==> src/rtl/legv8_ctrl_pkg.sv <==
// Shared types and constants for the LEGv8 multi-cycle controller.
// The PERF_CNT_EN macro enables the cycle and retire counters in the top.
package legv8_ctrl_pkg;

  typedef enum logic [2:0] {
    S_FETCH  = 3'd0,
    S_DECODE = 3'd1,
    S_EXEC   = 3'd2,
    S_MEM    = 3'd3,
    S_WB     = 3'd4,
    S_TRAP   = 3'd5
  } state_e;

  typedef enum logic [2:0] {
    CLS_R,
    CLS_LDUR,
    CLS_STUR,
    CLS_CBZ,
    CLS_ILL
  } cls_e;

  localparam logic [10:0] OP_STUR  = 11'b11111000000;
  localparam logic [10:0] OP_LDUR  = 11'b11111000010;
  localparam logic [10:0] OP_CBZ   = 11'b10110100000;
  localparam logic [10:0] MASK_CBZ = 11'b11111111000;
  localparam logic [10:0] OP_ADD   = 11'b10001011000;
  localparam logic [10:0] OP_SUB   = 11'b11001011000;
  localparam logic [10:0] OP_AND   = 11'b10001010000;
  localparam logic [10:0] OP_ORR   = 11'b10101010000;

  localparam logic [1:0] ALUOP_ADD   = 2'b00;
  localparam logic [1:0] ALUOP_PASS  = 2'b01;
  localparam logic [1:0] ALUOP_RTYPE = 2'b10;

  function automatic logic is_rtype(input logic [10:0] op);
    return (op == OP_ADD) || (op == OP_SUB) ||
           (op == OP_AND) || (op == OP_ORR);
  endfunction

endpackage

==> src/rtl/legv8_op_classify.sv <==
// Combinational opcode-to-class decoder for the LEGv8 controller.
// Feeds the DECODE-stage class register in the top.
module legv8_op_classify
  import legv8_ctrl_pkg::*;
(
  input  logic [10:0] opcode,
  output cls_e        cls
);

  always_comb begin
    cls = CLS_ILL;
    unique case (1'b1)
      (opcode == OP_STUR):              cls = CLS_STUR;
      (opcode == OP_LDUR):              cls = CLS_LDUR;
      ((opcode & MASK_CBZ) == OP_CBZ):  cls = CLS_CBZ;
      is_rtype(opcode):                 cls = CLS_R;
      default:                          cls = CLS_ILL;
    endcase
  end

endmodule

==> src/rtl/legv8_multicycle_ctrl.sv <==
// Multi-cycle FETCH/DECODE/EXEC/MEM/WB sequencer for the LEGv8 datapath.
// Define PERF_CNT_EN to build the cyc_cnt/ret_cnt performance counters.
module legv8_multicycle_ctrl
  import legv8_ctrl_pkg::*;
#(
  parameter int CNT_W = 32
) (
  input  logic             clk,
  input  logic             rst_n,
  input  logic [10:0]      opcode,
  input  logic             alu_zero,
  input  logic             mem_ready,
  output logic             mem_req,
  output logic             iord,
  output logic             mem_read,
  output logic             mem_write,
  output logic             ir_write,
  output logic             pc_write,
  output logic             br,
  output logic             reg2loc,
  output logic             alu_src,
  output logic [1:0]       alu_op,
  output logic             mem_to_reg,
  output logic             reg_write,
  output logic             illegal,
  output logic [CNT_W-1:0] cyc_cnt,
  output logic [CNT_W-1:0] ret_cnt
);

  state_e state_q, state_d;
  cls_e   cls_q, cls_d;
  cls_e   cls_in;
  logic   en_q, en_d;

  legv8_op_classify u_cls (
    .opcode (opcode),
    .cls    (cls_in)
  );

  // en_q holds the outputs quiet until the first edge after reset release
  always_comb begin
    state_d = state_q;
    cls_d   = cls_q;
    en_d    = 1'b1;
    if (en_q) begin
      unique case (state_q)
        S_FETCH:
          if (mem_ready) state_d = S_DECODE;
        S_DECODE: begin
          cls_d   = cls_in;
          state_d = (cls_in == CLS_ILL) ? S_TRAP : S_EXEC;
        end
        S_EXEC:
          case (cls_q)
            CLS_R:    state_d = S_WB;
            CLS_LDUR: state_d = S_MEM;
            CLS_STUR: state_d = S_MEM;
            default:  state_d = S_FETCH;
          endcase
        S_MEM:
          if (mem_ready)
            state_d = (cls_q == CLS_LDUR) ? S_WB : S_FETCH;
        S_WB:     state_d = S_FETCH;
        S_TRAP:   state_d = S_TRAP;
        default:  state_d = S_FETCH;
      endcase
    end
  end

  always_ff @(posedge clk or negedge rst_n) begin
    if (!rst_n) begin
      state_q <= S_FETCH;
      cls_q   <= CLS_ILL;
      en_q    <= 1'b0;
    end else begin
      state_q <= state_d;
      cls_q   <= cls_d;
      en_q    <= en_d;
    end
  end

  always_comb begin
    mem_req    = 1'b0;
    iord       = 1'b0;
    mem_read   = 1'b0;
    mem_write  = 1'b0;
    ir_write   = 1'b0;
    pc_write   = 1'b0;
    br         = 1'b0;
    reg2loc    = 1'b0;
    alu_src    = 1'b0;
    alu_op     = ALUOP_ADD;
    mem_to_reg = 1'b0;
    reg_write  = 1'b0;
    illegal    = 1'b0;
    if (en_q) begin
      case (state_q)
        S_FETCH: begin
          mem_req  = 1'b1;
          mem_read = 1'b1;
          ir_write = mem_ready;
          pc_write = mem_ready;
        end
        // class is not registered yet, so DECODE looks at the live opcode
        S_DECODE:
          reg2loc = (cls_in == CLS_STUR);
        S_EXEC:
          case (cls_q)
            CLS_R: alu_op = ALUOP_RTYPE;
            CLS_LDUR: alu_src = 1'b1;
            CLS_STUR: begin
              alu_src = 1'b1;
              reg2loc = 1'b1;
            end
            CLS_CBZ: begin
              reg2loc  = 1'b1;
              alu_op   = ALUOP_PASS;
              pc_write = alu_zero;
              br       = alu_zero;
            end
            default: ;
          endcase
        S_MEM: begin
          mem_req   = 1'b1;
          iord      = 1'b1;
          mem_read  = (cls_q == CLS_LDUR);
          mem_write = (cls_q == CLS_STUR);
          reg2loc   = (cls_q == CLS_STUR);
        end
        S_WB: begin
          reg_write  = 1'b1;
          mem_to_reg = (cls_q == CLS_LDUR);
        end
        S_TRAP:
          illegal = 1'b1;
        default: ;
      endcase
    end
  end

`ifdef PERF_CNT_EN
  logic [CNT_W-1:0] cyc_q, cyc_d;
  logic [CNT_W-1:0] ret_q, ret_d;

  // retirement is counted once the class is known, so traps never count
  always_comb begin
    cyc_d = cyc_q + CNT_W'(1);
    ret_d = ret_q;
    if (en_q && state_q == S_DECODE && cls_in != CLS_ILL)
      ret_d = ret_q + CNT_W'(1);
  end

  always_ff @(posedge clk or negedge rst_n) begin
    if (!rst_n) begin
      cyc_q <= '0;
      ret_q <= '0;
    end else begin
      cyc_q <= cyc_d;
      ret_q <= ret_d;
    end
  end

  assign cyc_cnt = cyc_q;
  assign ret_cnt = ret_q;
`else
  assign cyc_cnt = '0;
  assign ret_cnt = '0;
`endif

endmodule

==> config.mk <==
export PLATFORM = sky130hd
export DESIGN_NAME = legv8_multicycle_ctrl
export DESIGN_NICKNAME = d
export VERILOG_FILES = /design/src/rtl/legv8_ctrl_pkg.sv /design/src/rtl/legv8_op_classify.sv /design/src/rtl/legv8_multicycle_ctrl.sv
export SDC_FILE = /design/constraint.sdc
export NUM_CORES = 1
export LEC_CHECK = 0
export ABC_AREA = 1
export CORE_MARGIN = 3
export CORE_UTILIZATION = 34
export DETAILED_ROUTE_END_ITERATION = 6
export PLACE_DENSITY = 0.87
export SLEW_MARGIN = 20
export SYNTH_ARGS = -nofsm -noshare
export SYNTH_HDL_FRONTEND = slang
export SYNTH_SLANG_ARGS = --single-unit
==> constraint.sdc <==
create_clock -name clk -period 1.4 [get_ports clk]
set_input_delay 0.28 -clock clk [delete_from_list [all_inputs] [get_ports clk]]
set_output_delay 0.28 -clock clk [all_outputs]
set_load 0.01 [all_outputs]
**Word level (Yosys, flattened, before mapping)**

Cells that the tools add are included.

- $add $sub $neg: 0
- Multiply operators: 0
- Divide/modulo/power cells: 0
- Magnitude comparators: 0
- Eq/ne operators: 19
- Shift operators: 0
- Multiplexer cells: 37
- Bitwise logic cells: 0
- Reduce and logical (&&, ||, !) cells: 10

Operators with widths:

| kind | count |
|---|---|
| 11-bit == test (second input constant) | 6 |
| 1-bit two-way mux | 24 |
| 3-bit by 2-bit == test with 1-bit output (second input constant) | 5 |
| 3-bit case mux with 5 select lines | 1 |
| 3-bit two-way mux | 4 |
| 3-bit case mux with 4 select lines | 1 |
| 3-bit == test (second input constant) | 3 |
| 8-bit == test (second input constant) | 1 |
| 3-bit by 1-bit == test with 1-bit output (second input constant) | 2 |
| 3-bit logical NOT | 2 |
| 3-bit case mux with 2 select lines | 1 |
| 2-bit OR reduction | 3 |
| 2-bit two-way mux | 2 |
| 2-bit != test (second input constant) | 2 |
| 1-bit case mux with 2 select lines | 2 |
| 2-bit case mux with 2 select lines | 1 |
| 1-bit logical OR | 3 |
| 1-bit case mux with 3 select lines | 1 |
| 3-bit AND reduction | 1 |
| 2-bit AND reduction | 1 |

- Register bits: 7
- Bits in latches: 0
- Memory bits (writable): 0
- ROM bits: 0
- Bits of input ports: 15
- Word-level logic and storage cells: 69
- Memories kept: 0

**Longest topological paths before layout**

- Word-level depth: 8
- Depth in mapped cells: 10
- Mapped depth without buffers: 10

**Hierarchy**

From an unflattened synthesis, not the netlist that was laid out.

- Cell total of the unflattened synthesis: 194
- Area, all modules: 1216.2 sq um

Modules (own cells, without submodules):

| module | times used | cells each | area an instance (sq um) |
|---|---|---|---|
| legv8_multicycle_ctrl | 1 | 152 | 1024.7 |
| legv8_op_classify | 1 | 42 | 191.4 |

**Worst setup path after synthesis**

Ideal clock, no wire load.

- Path kind: register to output
- Start point: register state_q[0]
- End point: output pc_write
- Arrival: 1186 ps
- Setup slack: -66 ps
- Cell stages (with the launch flop): 5
- Path buffers: 0
- Path through: dfrtp_1 > nor2_1 > nand2_4 > nor3_1 > or2_1

- Word-level cells in the longest chain between the ends: 3
- Elaborated cells on any way between the ends: 4

RTL lines:

| what | RTL line | source |
|---|---|---|
| from (decl) | legv8_multicycle_ctrl.sv:30 | `state_e state_q, state_d;` |
| from (signal assigned) | legv8_multicycle_ctrl.sv:76 | `state_q <= state_d;` |
| 3-bit by 2-bit == test with 1-bit output or 3-bit logical NOT (tied branches) | legv8_multicycle_ctrl.sv:97 | `case (state_q)` |
| 1-bit case mux with 2 select lines (*) | legv8_multicycle_ctrl.sv:97 |  |
| 1-bit two-way mux (*) | legv8_multicycle_ctrl.sv:96 | `if (en_q) begin` |
| to (decl) | legv8_multicycle_ctrl.sv:18 | `output logic pc_write,` |

Every way passes the cells marked *; elsewhere a longest branch is shown, timed or not.

**Final worst setup path**

- Start point: register state_q[1]
- End point: output reg2loc

- Word-level cells in the longest chain between the ends: 3
- Elaborated cells on any way between the ends: 5

RTL lines:

| what | RTL line | source |
|---|---|---|
| 3-bit by 2-bit == test with 1-bit output or 3-bit by 1-bit == test with 1-bit output (tied branches) | legv8_multicycle_ctrl.sv:97 |  |
| 1-bit case mux with 3 select lines (*) | legv8_multicycle_ctrl.sv:97 |  |
| 1-bit two-way mux (*) | legv8_multicycle_ctrl.sv:96 |  |
| to (decl) | legv8_multicycle_ctrl.sv:20 | `output logic reg2loc,` |

Marks and branches as above.

==> metrics.md <==
| Metric | Value |
|---|---|
| Outcome | `complete, but fails checks` |
| Violated checks | `negative setup slack` |
| Setup WS pre-CTS | `-825 ps` |
| Post-DRT Antenna Nets | `0` |
| Area fraction in compound gates after synthesis | `5.16%` |
| Maximum VDD drop | `0.000316 V` |
| Die W | `65.7 µm` |
| Wire per inst | `9.25 µm` |
| Synth area leader | `buf_4` |
| Yosys top cell area share | `39.6%` |
| Main combinational cell family by area after synthesis | `buffers and inverters` |
| Final core occ | `48.9%` |
| Post-CTS Hold Buffers | `0` |
| Initial Util | `35.8%` |
| Async SR Flop Fraction | `100%` |
| Worst EP arrival | `1460 ps` |
| Fin crit period | `1740 ps` |
| Crit end category | `output pin` |
| Gpl congestion | `0.786` |
| Max Clock Skew | `2.17 ps` |
| Die Area | `4320 µm²` |
| Worst Hold Class | `in2async` |
| Highest routed layer | `met3` |
| Power per Cell Area | `1130 nW/µm²` |
| DRC violations left | `0` |
| Sink Count | `7` |
| Sum Neg Setup Slack | `-3240 ps` |
| Vias in the first global route | `968` |
| Number of synthesized register bits | `7` |
| Crit Path Max Fanout | `3` |
| Post-synthesis sequential area ratio | `14.6%` |
| First-pass GRT wire length | `3.87 mm` |
| Crit path cell chain | `inv_2 -> nand2_4 -> nor2_4 -> nand2_2 -> inv_2 -> nand2_2 -> o22ai_1 -> buf_2` |
| Number of port buffers | `28` |
| Crit share post-route | `124%` |
| DP Wirelength | `2.11 mm` |
| FP Rows | `21` |
| P&R area growth vs syn | `36.8%` |
| Post-Synthesis Cells | `184` |
| Slew Limit Fails | `0` |
| Drt total wl | `2.75 mm` |
| Critical-path top delay cell | `dfrtp_1` |
| Initial antenna violation count | `0` |
| Clk Latency, worst-skew pair | `240 ps` |
| Synth Warn # | `0` |
| P_leak | `0.982 nW` |
| Xor/xnor share of the synthesized area | `0%` |
| Initial drt markers | `34` |
| H-tree depth | `1` |
| Via count | `1135` |
| Met2 wire length | `1.52 mm` |
| Met1 Wirelength | `984 µm` |
| Die Y | `65.7 µm` |
| Max Cap Viol | `0` |
| Met3 wire length | `245 µm` |
| Post-Synthesis Cell Area | `1210 µm²` |
| GR Util All Layers | `11.4%` |
| Clock transition at the registers of the reported paths | `50 ps` |
| Syn_area_per_cell | `6.59 µm²` |
| CTS root buffer | `clkbuf_4` |
| Vias per inst | `3.82` |
| N_diodes | `0` |
| Nets | `267` |
| Dominant cells by area after synthesis | `buf_4, dfrtp_1, nand2_1` |
| Grt total ovfl | `0` |
| Synth Area in Simple Gates | `32.8%` |
| Fin. Hold Viols | `0` |
| Post-synthesis mux area share | `0%` |
| Largest net degree at the start of global routing | `8` |
| Adder-Cell Fraction of Synth Area | `0%` |
| Max Freq | `0.574 GHz` |
| Post-synth EDFFs | `0` |
| TritonRoute pass-1 iters | `4` |
| CTS buffer count | `3` |
| Cell variety after synth | `28` |
| # IOs | `93` |
| Most common cell in the netlist | `buf_4` |
| CP required | `1120 ps` |
| Synth cell count leaders | `buf_4, nand2_1, nor2_1, inv_1` |
| Longest Clk Path Bufs | `2` |
| RSZ-0062 raised after global routing | `true` |
| Synth Flop Type | `dfrtp_1` |
| Setup violations, final | `17` |
| Fin worst setup slack | `-342 ps` |
| Share of cells above drive strength 1 | `42.6%` |
| Largest stage delay on the critical path | `400 ps` |
| CTS tree | `done` |
| Pwr Total | `1.87 mW` |
| Crit Path Class | `reg2out` |
| CORE AREA | `3390 µm²` |
| Setup crit start kind | `flip-flop` |
-- final timing paths --
path | from | endpoint | slack (ps) | depth (start not counted)
min in group clk | cls_q[2] | cls_q[2] | 520 | 2
max in group asynchronous | rst_n | cls_q[2] | 840 | 1
setup reg to reg | state_q[1] | state_q[0] | -50 | 10
setup / recovery | state_q[1] | reg2loc | -340 | 8
hold reg to reg | cls_q[2] | cls_q[2] | 520 | 2
hold / removal | rst_n | state_q[1] | 280 | 1
-- report_power, final --
part           switching [mW]  internal (mW)
registers               0.138          0.299
clock network          0.0630          0.108
logic                   0.666          0.602
-- sequential cells by signal, indices dropped and copies added (netlist names) --
signal   flops
cls_q        3
en_q         1
state_q      3
-- stage by stage --
step	area, µm²	hold WS (ps)	instances
detailed placement	1520	505	284
finish	1660	281	297
global route	1660	294	297
floorplan	1450	-15.6	247
CTS	1610	274	295
global placement	1520	499	284
-- placed cells by master (no fill, tap or decap), drive strengths merged --
master / instances
nor3: 6
o21a: 1
dlymetal6s2s: 3
o21ai: 1
clkbuf: 4
a21oi: 3
nand3b: 2
inv: 22
dlygate4sd2: 8
conb: 65
dfstp: 1
nor4: 1
dfrtp: 6
o22ai: 1
nand3: 6
nand4: 3
nor2: 30
or2: 1
a22oi: 1
nand2: 31
a31oi: 1
buf: 51
clkdlybuf4s50: 3
-- worst max-delay path: cells and delay by family, from the launching register on --
kind | cells | cell delay [ps]
AOI/OAI and AO/OA | 1 | 150
DFF | 1 | 400
and+or+nand+nor | 4 | 310
buffers and inverters | 3 | 350
-- timing repair --
item | 4_1_cts | 5_1_grt
gates cloned | 0 | 0
pin swaps | 13 | 11
setup buffers | 7 | 2
setup endpoints to repair | 17 | 18
gates resized for setup | 95 | 14
-- layer usage --
| layer | up-vias | GRT usage, % |
|---|---|---|
| li1 | 571 | - |
| met2 | 53 | 22.3 |
| met1 | 511 | 11.4 |
| met3 | 0 | 2.39 |
| met4 | 0 | 4.66 |
| met5 | - | 0 |
-- logic make-up after synthesis --
group,Yosys count
AOI/OAI and AO/OA,8
buffers and inverters,87
DFF,7
other,2
and+or+nand+nor,80
-- final cells by class --
| class | instances | area, µm² |
|---|---|---|
| Sequential cell | 7 | 180 |
| Clock buffer | 4 | 26.3 |
| Fill cell | 317 | 1730 |
| Timing Repair Buffer | 65 | 493 |
| Inverter | 22 | 82.6 |
| Multi-Input combinational cell | 153 | 820 |
| Tap cell | 46 | 57.6 |
No activity file was read; power rests on OpenSTA's default activity.
